File: config.mk
export PLATFORM = sky130hd
export DESIGN_NAME = apb_master_if_flat
export DESIGN_NICKNAME = d
export VERILOG_FILES = /design/src/rtl/apb_master_if_pkg.sv /design/src/rtl/apb_master_if_if.sv /design/src/rtl/apb_master_if_wait_timer.sv /design/src/rtl/apb_master_if.sv /design/src/flat_wrapper.sv
export SDC_FILE = /design/constraint.sdc
export NUM_CORES = 1
export LEC_CHECK = 0
export ABC_AREA = 1
export BUFFER_PORTS_ARGS = -buffer_cell sky130_fd_sc_hd__buf_2
export CAP_MARGIN = 10
export CORE_MARGIN = 8
export CORE_UTILIZATION = 50
export DETAILED_ROUTE_END_ITERATION = 8
export MAX_ROUTING_LAYER = met4
export PLACE_DENSITY_LB_ADDON = 0.2
export SETUP_SLACK_MARGIN = 0.1
export SYNTH_ARGS = -nofsm -noshare
export SYNTH_HDL_FRONTEND = slang
export SYNTH_SLANG_ARGS = --single-unit
File: constraint.sdc
create_clock -name PCLK -period 4.2 [get_ports PCLK]
set_input_delay 0.63 -clock PCLK [delete_from_list [all_inputs] [get_ports PCLK]]
set_output_delay 0.63 -clock PCLK [all_outputs]
set_load 0.02 [all_outputs]
File: src/rtl/apb_master_if_pkg.sv
// apb_master_if_pkg: APB state encoding shared with the slave, default widths and counter sizing
package apb_master_if_pkg;
  typedef enum logic [1:0] {
    APB_IDLE   = 2'b00,
    APB_SETUP  = 2'b01,
    APB_ACCESS = 2'b10
  } apb_state_e;
  localparam int DEF_ADDR_W = 4;
  localparam int DEF_DATA_W = 32;
  function automatic int cnt_w(input int t);
    return (t > 0) ? $clog2(t + 1) : 1;
  endfunction
endpackage

File: src/rtl/apb_master_if_if.sv
// apb_master_if_if: command/response port plus APB bus seen by the requester (master) and its peers (slave)
interface apb_master_if_if import apb_master_if_pkg::*; #(
  parameter int ADDR_W = DEF_ADDR_W,
  parameter int DATA_W = DEF_DATA_W
);
  logic              cmd_valid;
  logic              cmd_ready;
  logic              cmd_write;
  logic [ADDR_W-1:0] cmd_addr;
  logic [DATA_W-1:0] cmd_wdata;
  logic              rsp_valid;
  logic [DATA_W-1:0] rsp_rdata;
  logic              rsp_err;
  logic              busy;
  logic              PSEL;
  logic              PENABLE;
  logic              PWRITE;
  logic [ADDR_W-1:0] PADDR;
  logic [DATA_W-1:0] PWDATA;
  logic              PREADY;
  logic [DATA_W-1:0] PRDATA;
  modport master (
    input  cmd_valid, cmd_write, cmd_addr, cmd_wdata, PREADY, PRDATA,
    output cmd_ready, rsp_valid, rsp_rdata, rsp_err, busy,
           PSEL, PENABLE, PWRITE, PADDR, PWDATA
  );
  modport slave (
    output cmd_valid, cmd_write, cmd_addr, cmd_wdata, PREADY, PRDATA,
    input  cmd_ready, rsp_valid, rsp_rdata, rsp_err, busy,
           PSEL, PENABLE, PWRITE, PADDR, PWDATA
  );
endinterface

File: src/rtl/apb_master_if_wait_timer.sv
// apb_wait_timer: counts ACCESS wait cycles and flags the cycle on which the transfer must abort
module apb_wait_timer import apb_master_if_pkg::*; #(
  parameter int TIMEOUT = 16
) (
  input  logic clk,
  input  logic rst_n,
  input  logic clear,
  input  logic inc,
  output logic expire
);
  localparam int W = cnt_w(TIMEOUT);
  localparam logic [W-1:0] LIM = W'((TIMEOUT > 0) ? TIMEOUT - 1 : 0);
  logic [W-1:0] count;
  always_ff @(posedge clk or negedge rst_n)
    if (!rst_n) count <= '0;
    else if (clear) count <= '0;
    else if (inc) count <= count + 1'b1;
  // TIMEOUT of zero disables the abort entirely; the counter then just wraps
  assign expire = (TIMEOUT > 0) && inc && (count == LIM);
endmodule

File: src/rtl/apb_master_if.sv
// apb_master_if: single-outstanding APB requester; IDLE->SETUP->ACCESS with wait states and timeout abort
module apb_master_if import apb_master_if_pkg::*; #(
  parameter int TIMEOUT = 16
) (
  input logic              PCLK,
  input logic              PRESETn,
  apb_master_if_if.master  bus
);
  apb_state_e state, nxt;
  logic acc, waiting, done, expire;
  assign acc     = bus.cmd_valid & bus.cmd_ready;
  assign waiting = (state == APB_ACCESS) & ~bus.PREADY;
  assign done    = (state == APB_ACCESS) & (bus.PREADY | expire);
  apb_wait_timer #(.TIMEOUT(TIMEOUT)) u_timer (
    .clk    (PCLK),
    .rst_n  (PRESETn),
    .clear  (acc),
    .inc    (waiting),
    .expire (expire)
  );
  always_ff @(posedge PCLK or negedge PRESETn)
    if (!PRESETn) state <= APB_IDLE;
    else state <= nxt;
  // cmd_ready is gated by reset so every output reads 0 while PRESETn is low
  always_comb begin
    nxt           = APB_IDLE;
    bus.PSEL      = 1'b0;
    bus.PENABLE   = 1'b0;
    bus.busy      = 1'b0;
    bus.cmd_ready = 1'b0;
    case (state)
      APB_IDLE: begin
        bus.cmd_ready = PRESETn;
        nxt           = bus.cmd_valid ? APB_SETUP : APB_IDLE;
      end
      APB_SETUP: begin
        bus.PSEL = 1'b1;
        bus.busy = 1'b1;
        nxt      = APB_ACCESS;
      end
      APB_ACCESS: begin
        bus.PSEL      = 1'b1;
        bus.PENABLE   = 1'b1;
        bus.busy      = 1'b1;
        bus.cmd_ready = bus.PREADY;
        nxt           = bus.PREADY ? (bus.cmd_valid ? APB_SETUP : APB_IDLE)
                                   : (expire ? APB_IDLE : APB_ACCESS);
      end
      default: nxt = APB_IDLE;
    endcase
  end
  always_ff @(posedge PCLK or negedge PRESETn)
    if (!PRESETn) begin
      bus.PWRITE <= 1'b0;
      bus.PADDR  <= '0;
      bus.PWDATA <= '0;
    end else if (acc) begin
      bus.PWRITE <= bus.cmd_write;
      bus.PADDR  <= bus.cmd_addr;
      bus.PWDATA <= bus.cmd_wdata;
    end
  always_ff @(posedge PCLK or negedge PRESETn)
    if (!PRESETn) begin
      bus.rsp_valid <= 1'b0;
      bus.rsp_rdata <= '0;
      bus.rsp_err   <= 1'b0;
    end else begin
      bus.rsp_valid <= done;
      if (done) begin
        bus.rsp_err   <= ~bus.PREADY;
        bus.rsp_rdata <= (bus.PREADY & ~bus.PWRITE) ? bus.PRDATA : '0;
      end
    end
endmodule

File: src/flat_wrapper.sv
// flat-port wrapper written by rule: the top's interface ports become plain ports
module apb_master_if_flat import apb_master_if_pkg::*;
#(
  parameter int TIMEOUT = 16
)
  (PCLK, PRESETn, bus_cmd_valid, bus_cmd_write, bus_cmd_addr, bus_cmd_wdata, bus_PREADY, bus_PRDATA, bus_cmd_ready, bus_rsp_valid, bus_rsp_rdata, bus_rsp_err, bus_busy, bus_PSEL, bus_PENABLE, bus_PWRITE, bus_PADDR, bus_PWDATA);
  apb_master_if_if #(.ADDR_W(4), .DATA_W(32)) bus_i ();
  input logic PCLK;
  input logic PRESETn;
  input wire logic [$bits(bus_i.cmd_valid)-1:0] bus_cmd_valid;
  input wire logic [$bits(bus_i.cmd_write)-1:0] bus_cmd_write;
  input wire logic [$bits(bus_i.cmd_addr)-1:0] bus_cmd_addr;
  input wire logic [$bits(bus_i.cmd_wdata)-1:0] bus_cmd_wdata;
  input wire logic [$bits(bus_i.PREADY)-1:0] bus_PREADY;
  input wire logic [$bits(bus_i.PRDATA)-1:0] bus_PRDATA;
  output wire logic [$bits(bus_i.cmd_ready)-1:0] bus_cmd_ready;
  output wire logic [$bits(bus_i.rsp_valid)-1:0] bus_rsp_valid;
  output wire logic [$bits(bus_i.rsp_rdata)-1:0] bus_rsp_rdata;
  output wire logic [$bits(bus_i.rsp_err)-1:0] bus_rsp_err;
  output wire logic [$bits(bus_i.busy)-1:0] bus_busy;
  output wire logic [$bits(bus_i.PSEL)-1:0] bus_PSEL;
  output wire logic [$bits(bus_i.PENABLE)-1:0] bus_PENABLE;
  output wire logic [$bits(bus_i.PWRITE)-1:0] bus_PWRITE;
  output wire logic [$bits(bus_i.PADDR)-1:0] bus_PADDR;
  output wire logic [$bits(bus_i.PWDATA)-1:0] bus_PWDATA;
  assign bus_i.cmd_valid = bus_cmd_valid;
  assign bus_i.cmd_write = bus_cmd_write;
  assign bus_i.cmd_addr = bus_cmd_addr;
  assign bus_i.cmd_wdata = bus_cmd_wdata;
  assign bus_i.PREADY = bus_PREADY;
  assign bus_i.PRDATA = bus_PRDATA;
  assign bus_cmd_ready = bus_i.cmd_ready;
  assign bus_rsp_valid = bus_i.rsp_valid;
  assign bus_rsp_rdata = bus_i.rsp_rdata;
  assign bus_rsp_err = bus_i.rsp_err;
  assign bus_busy = bus_i.busy;
  assign bus_PSEL = bus_i.PSEL;
  assign bus_PENABLE = bus_i.PENABLE;
  assign bus_PWRITE = bus_i.PWRITE;
  assign bus_PADDR = bus_i.PADDR;
  assign bus_PWDATA = bus_i.PWDATA;
  apb_master_if #(.TIMEOUT(TIMEOUT)) u_core (.PCLK(PCLK), .PRESETn(PRESETn), .bus(bus_i));
endmodule
Word-level counts from Yosys, hierarchy flattened --
Index checks and enable logic that the tools add are counted.
Cells by class: reduce and logical (&&, ||, !) cells 4, add/subtract/negate cells 1, multiplexer cells 10, bitwise gates (word level) 7, eq/ne operators 3
Operators with widths (count):
- 32-bit 2-to-1 mux | 1
- 5-bit 2-to-1 mux | 2
- 2-bit one-hot mux with 3 select lines | 1
- 5-bit by 1-bit adder with 5-bit output, second input constant | 1
- 5-bit by 4-bit == test with 1-bit output, second input constant | 1
- 1-bit bitwise AND | 4
- 2-bit 2-to-1 mux | 2
- 1-bit 2-to-1 mux | 3
- 2-bit by 1-bit == test with 1-bit output, second input constant | 1
- 2-bit == test, second input constant | 1
- 2-bit zero test | 1
- 1-bit inverter | 2
- 1-bit one-hot mux with 2 select lines | 1
- 2-bit nonzero test | 1
- 2-bit OR reduction | 1
- 1-bit logical AND | 1
- 1-bit bitwise OR | 1
Word-level totals: logic and storage cells 33, flip-flop bits (word level) 78, output and inout port bits 75

Logic depth before layout (Yosys ltp) --
word-level depth 6, mapped depth 10, mapped depth without buffers 8

Cells and area by module --
Synthesis repeated with hierarchy kept, for this count alone.
Second synthesis, totals: cells, all modules 369, area total of the unflattened synthesis 3348.2 um^2
By module, submodules not included:
- apb_master_if | cells an instance 336, sequential area each 1826.8 um^2, area an instance 3072.9 um^2, times used 1
- apb_wait_timer | cells an instance 33, sequential area each 125.1 um^2, area an instance 275.3 um^2, times used 1

Worst setup path after synthesis --
OpenSTA, ideal clock, no wires.
path type register to output, start point reg u_core.state[0], end point out bus_cmd_ready, path slack 2.505 ns, cell stages (with the launch flop) 5, required time 3.570 ns, arrival 1.065 ns, path through dfrtp_1 inv_1 ha_1 nand2_2 nand2_4
Between the ends: longest elaborated chain between the ends 2, elaborated cells between the ends (all ways) 3, classes of those cells eq/ne (1); mux (1); reduce/logical (1)
Ends and longest elaborated chain:
- start: declaration | RTL line apb_master_if.sv:9 | apb_state_e state, nxt;
- start signal: assignment | RTL line apb_master_if.sv:23 | else state <= nxt;
- 2-bit == test / 2-bit zero test (equally long branches) | RTL line apb_master_if.sv:31 | case (state)
- 1-bit one-hot mux with 2 select lines * | RTL line apb_master_if.sv:31
- end: declaration | RTL line flat_wrapper.sv:16 | output wire logic [$bits(bus_i.cmd_ready)-1:0] bus_cmd_ready;
Mark *: on every way between the ends. The rest lies on a longest branch, timed or not.

Worst setup path in the final report --
start point reg u_core.u_timer.count[0], end point reg u_core.bus.rsp_rdata[1]
Between the ends: longest elaborated chain between the ends 4
Ends and longest elaborated chain:
- start: declaration | RTL line apb_master_if_wait_timer.sv:13 | logic [W-1:0] count;
- start signal: assignment | RTL line apb_master_if_wait_timer.sv:17 | else if (inc) count <= count + 1'b1;
- 5-bit by 4-bit == test with 1-bit output | RTL line apb_master_if_wait_timer.sv:19 | assign expire = (TIMEOUT > 0) && inc && (count == LIM);
- 1-bit logical AND | RTL line apb_master_if_wait_timer.sv:19
- 1-bit bitwise OR | RTL line apb_master_if.sv:13 | assign done = (state == APB_ACCESS) & (bus.PREADY | expire);
- 1-bit bitwise AND | RTL line apb_master_if.sv:13
- end signal: assignment | RTL line apb_master_if.sv:71 | bus.rsp_rdata <= (bus.PREADY & ~bus.PWRITE) ? bus.PRDATA : '0;
- end: declaration | RTL line apb_master_if_if.sv:24 | output cmd_ready, rsp_valid, rsp_rdata, rsp_err, busy,
No other way between the ends. A chain may end at the register's enable or synchronous reset.

==> impl_metrics.toml <==
[status]
status = "complete, no violations"

[timing]
rsz0062_at_grt = "false"
clock_skew_ns = 0.00664
max_freq_mhz = 389
min_period_over_period_pct = 61.3
setup_tns_ns = 0
finalHoldViolations = 0
worst-slew-pin-transition_ns = 1.19
slew-limit-headroom_pct = 20.5
setup-violations-final = 0
finalCriticalPeriod_ns = 2.57
slew_violations = 0

[min_path]
worstHoldEndpoint = "u_core.bus.PADDR[1]"
hold_start = "u_core.bus.PADDR[1]"
worstHoldPathCells = 2
min-delay-path-class = "register to register"

[clock_tree]
clkTransAtPathRegs_ns = 0.08
ctsResizeCount = 0
ctsHtreeMaxLevel = 3
cts.hold.buffers_added = 0
ctsLongestPathBuffers = 2
clk-insertion-delay-late_ns = 0.34
root_buffer = "sky130_fd_sc_hd__clkbuf_8"
cts-buffers-inserted = 9
clkSinkCount = 78
number_of_buffers_inserted_to_repair_setup_after_cts = 0
clock_tree_from_tritoncts = "done"

[synthesis]
post_synth_num_cell_types = 19
ys_async_sr_fraction_pct = 100
synth.net_count = 435
netlist_area_um2 = 3190
synth_enable_flop_cells = 0
count_of_warnings_emitted_by_yosys = 0
synth_largest_type_area_fraction_pct = 61.2
synth.yosys.seq_area_share_pct = 61.2
ys_dominant_reg_cell = "sky130_fd_sc_hd__dfrtp_1"
ys_top_cells_by_area = "sky130_fd_sc_hd__dfrtp_1, sky130_fd_sc_hd__nand2_1, sky130_fd_sc_hd__nand3_1, sky130_fd_sc_hd__nand2_2, sky130_fd_sc_hd__buf_2"
post_synth.cell_area_avg_um2 = 8.93
post-synth-top-area-cell = "sky130_fd_sc_hd__dfrtp_1"
synth_most_common_cell = "sky130_fd_sc_hd__nand2_1"
synth_seq_cells = 78
top_cell_types_by_occurrence_after_synthesis = "sky130_fd_sc_hd__nand2_1, sky130_fd_sc_hd__dfrtp_1, sky130_fd_sc_hd__nand3_1"
mapped_cells = 357

[placement]
place_area_um2 = 3920
placedCellCount = 564
gp_congestion = 0.782
dp.final_hpwl_um = 5690
io_buffer_count = 147

[grt]
globalRoute.totalOverflow = 0
grt_pass1_wl_um = 12700
antenna_violations_before_repair = 0
grt_start_max_net_pins = 79
gr_util_all_layers_pct = 18.2
vias_in_the_first_global_route = 2819

[routing]
iter_0_drt_violations = 92
drt_pass1_iterations = 4
drt_drc_violations_left = 0
finalWirelength_um = 8000
ant_nets = 0
via_per_inst = 4.80
route.detailed.wl_per_inst_um = 13.8
route.vias.total = 2782

[critical_path]
worstSetupEndpointType = "register"
reg2reg_slack_ns = 1.63
critical_path_required_ns = 4.47
reg2reg_to = "u_core.bus.rsp_rdata[1]"
crit_path_start = "u_core.u_timer.count[0]"
worst-path-max-fanout = 34
crit_arrival_ns = 2.84
r2r-start = "u_core.u_timer.count[0]"
worst_setup_path_start_kind = "register"
path_class = "register to register"
ff2ff_path_depth = 8

[pwr]
worst_ir_drop_on_vdd_v = 0.000423
power.static_leakage_nw = 2.54
power-per-cell-area_nw_per_um2 = 778

[finish]
nets = 576
areaGrowthSynthToFinish_pct = 30.0
drive_gt1_share_pct = 35.7
fill_cells = 519
antenna-diode-count = 0
finalNonFillerCells = 579
post_layout_utilization_of_the_core_pct = 66.4
final_design_area_no_fill_um2 = 4140

[die]
floorplan.io_pins = 148
die_width_um = 95.8
die_h_um = 95.8
core.rowCount = 29
fp.coreArea_um2 = 6240
floorplan.die_area_um2 = 9180
start_util_pct = 51.1

[flow_run]
max_cap_viol_count = 0
==> cells in the final DEF, fill, tap and decap left out, drive strengths merged <==
cell type,Yosys,layout
a21oi,2,2
and3,1,1
buf,16,148
bufinv,0,2
clkbuf,2,11
clkinv,0,2
dfrtp,78,78
ha,5,5
inv,14,14
nand2,193,193
nand3,34,34
nor2,7,7
nor3,1,1
o21ai,3,3
o22ai,1,1
==> worst max-delay path by stage <==
stage	endpoint	slack (ns)
after global placement	u_core.bus.rsp_rdata[4]	1.71
after global routing	u_core.bus.rsp_rdata[18]	1.32
after detailed placement	u_core.bus.rsp_rdata[14]	1.63
after CTS	u_core.bus.rsp_rdata[14]	1.60
after floorplan	bus_cmd_ready	2.50
final	u_core.bus.rsp_rdata[1]	1.63
==> sequential cells by signal, summed over array words and instances (netlist names) <==
signal,count
u_core.bus.PWDATA,32
u_core.bus.rsp_rdata,32
u_core.u_timer.count,5
u_core.bus.PADDR,4
u_core.state,2
u_core.bus.PWRITE,1
u_core.bus.rsp_err,1
u_core.bus.rsp_valid,1
==> through the flow <==
step / hold slack [ns] / setup WS, ns / total power, mW
3_3_place_gp: 0.456 / 1.71 / 2.60
2_1_floorplan: 0.334 / 2.50 / 2.15
6_report: 0.476 / 1.63 / 3.22
3_5_place_dp: 0.460 / 1.63 / 2.64
5_1_grt: 0.469 / 1.32 / 3.45
4_1_cts: 0.463 / 1.60 / 3.27
==> worst max-delay path, cell delays in order, from the launching register on <==
cell and delay (ns):
sky130_fd_sc_hd__dfrtp_1 0.40, sky130_fd_sc_hd__ha_1 0.23, sky130_fd_sc_hd__and3_1 0.18, sky130_fd_sc_hd__ha_1 0.19, sky130_fd_sc_hd__nand2_1 0.09, sky130_fd_sc_hd__nand2_2 0.35, sky130_fd_sc_hd__inv_1 0.83, sky130_fd_sc_hd__nand2_1 0.12
sky130_fd_sc_hd__nand2_1 0.11
==> report_power, final <==
part,total (mW),internal (mW),switching [mW]
registers,1.26,1.08,0.178
clock network,0.616,0.362,0.254
logic,1.35,0.429,0.921
==> layer usage <==
| layer | part of all wire (%) | GRT usage (%) | vias to the layer above |
|---|---|---|---|
| li1 | - | - | 1374 |
| met1 | 42 | 20.7 | 1274 |
| met2 | 45 | 29.0 | 125 |
| met3 | 12 | 6.94 | 9 |
| met4 | 1.2 | 6.15 | 0 |
| met5 | 0 | - | - |
==> logic make-up after synthesis <==
logic type / synth area share [%]
simple gates: 30.7
flops: 61.2
compound gates: 0.982
fa+ha+maj: 1.96
buf+inv: 5.14
==> area by class of cell <==
type | count | area (um^2) | share of cell area [%]
Clock buffer | 11 | 151 | 3.66
Clock inverter | 4 | 70.1 | 1.69
Inverter | 14 | 52.6 | 1.27
Multi-Input combinational cell | 247 | 1070 | 25.9
Sequential cell | 78 | 1950 | 47.1
Tap cell | 77 | 96.3 | 2.33
Timing Repair Buffer | 148 | 746 | 18.0
No activity file was read; power rests on OpenSTA's default activity.
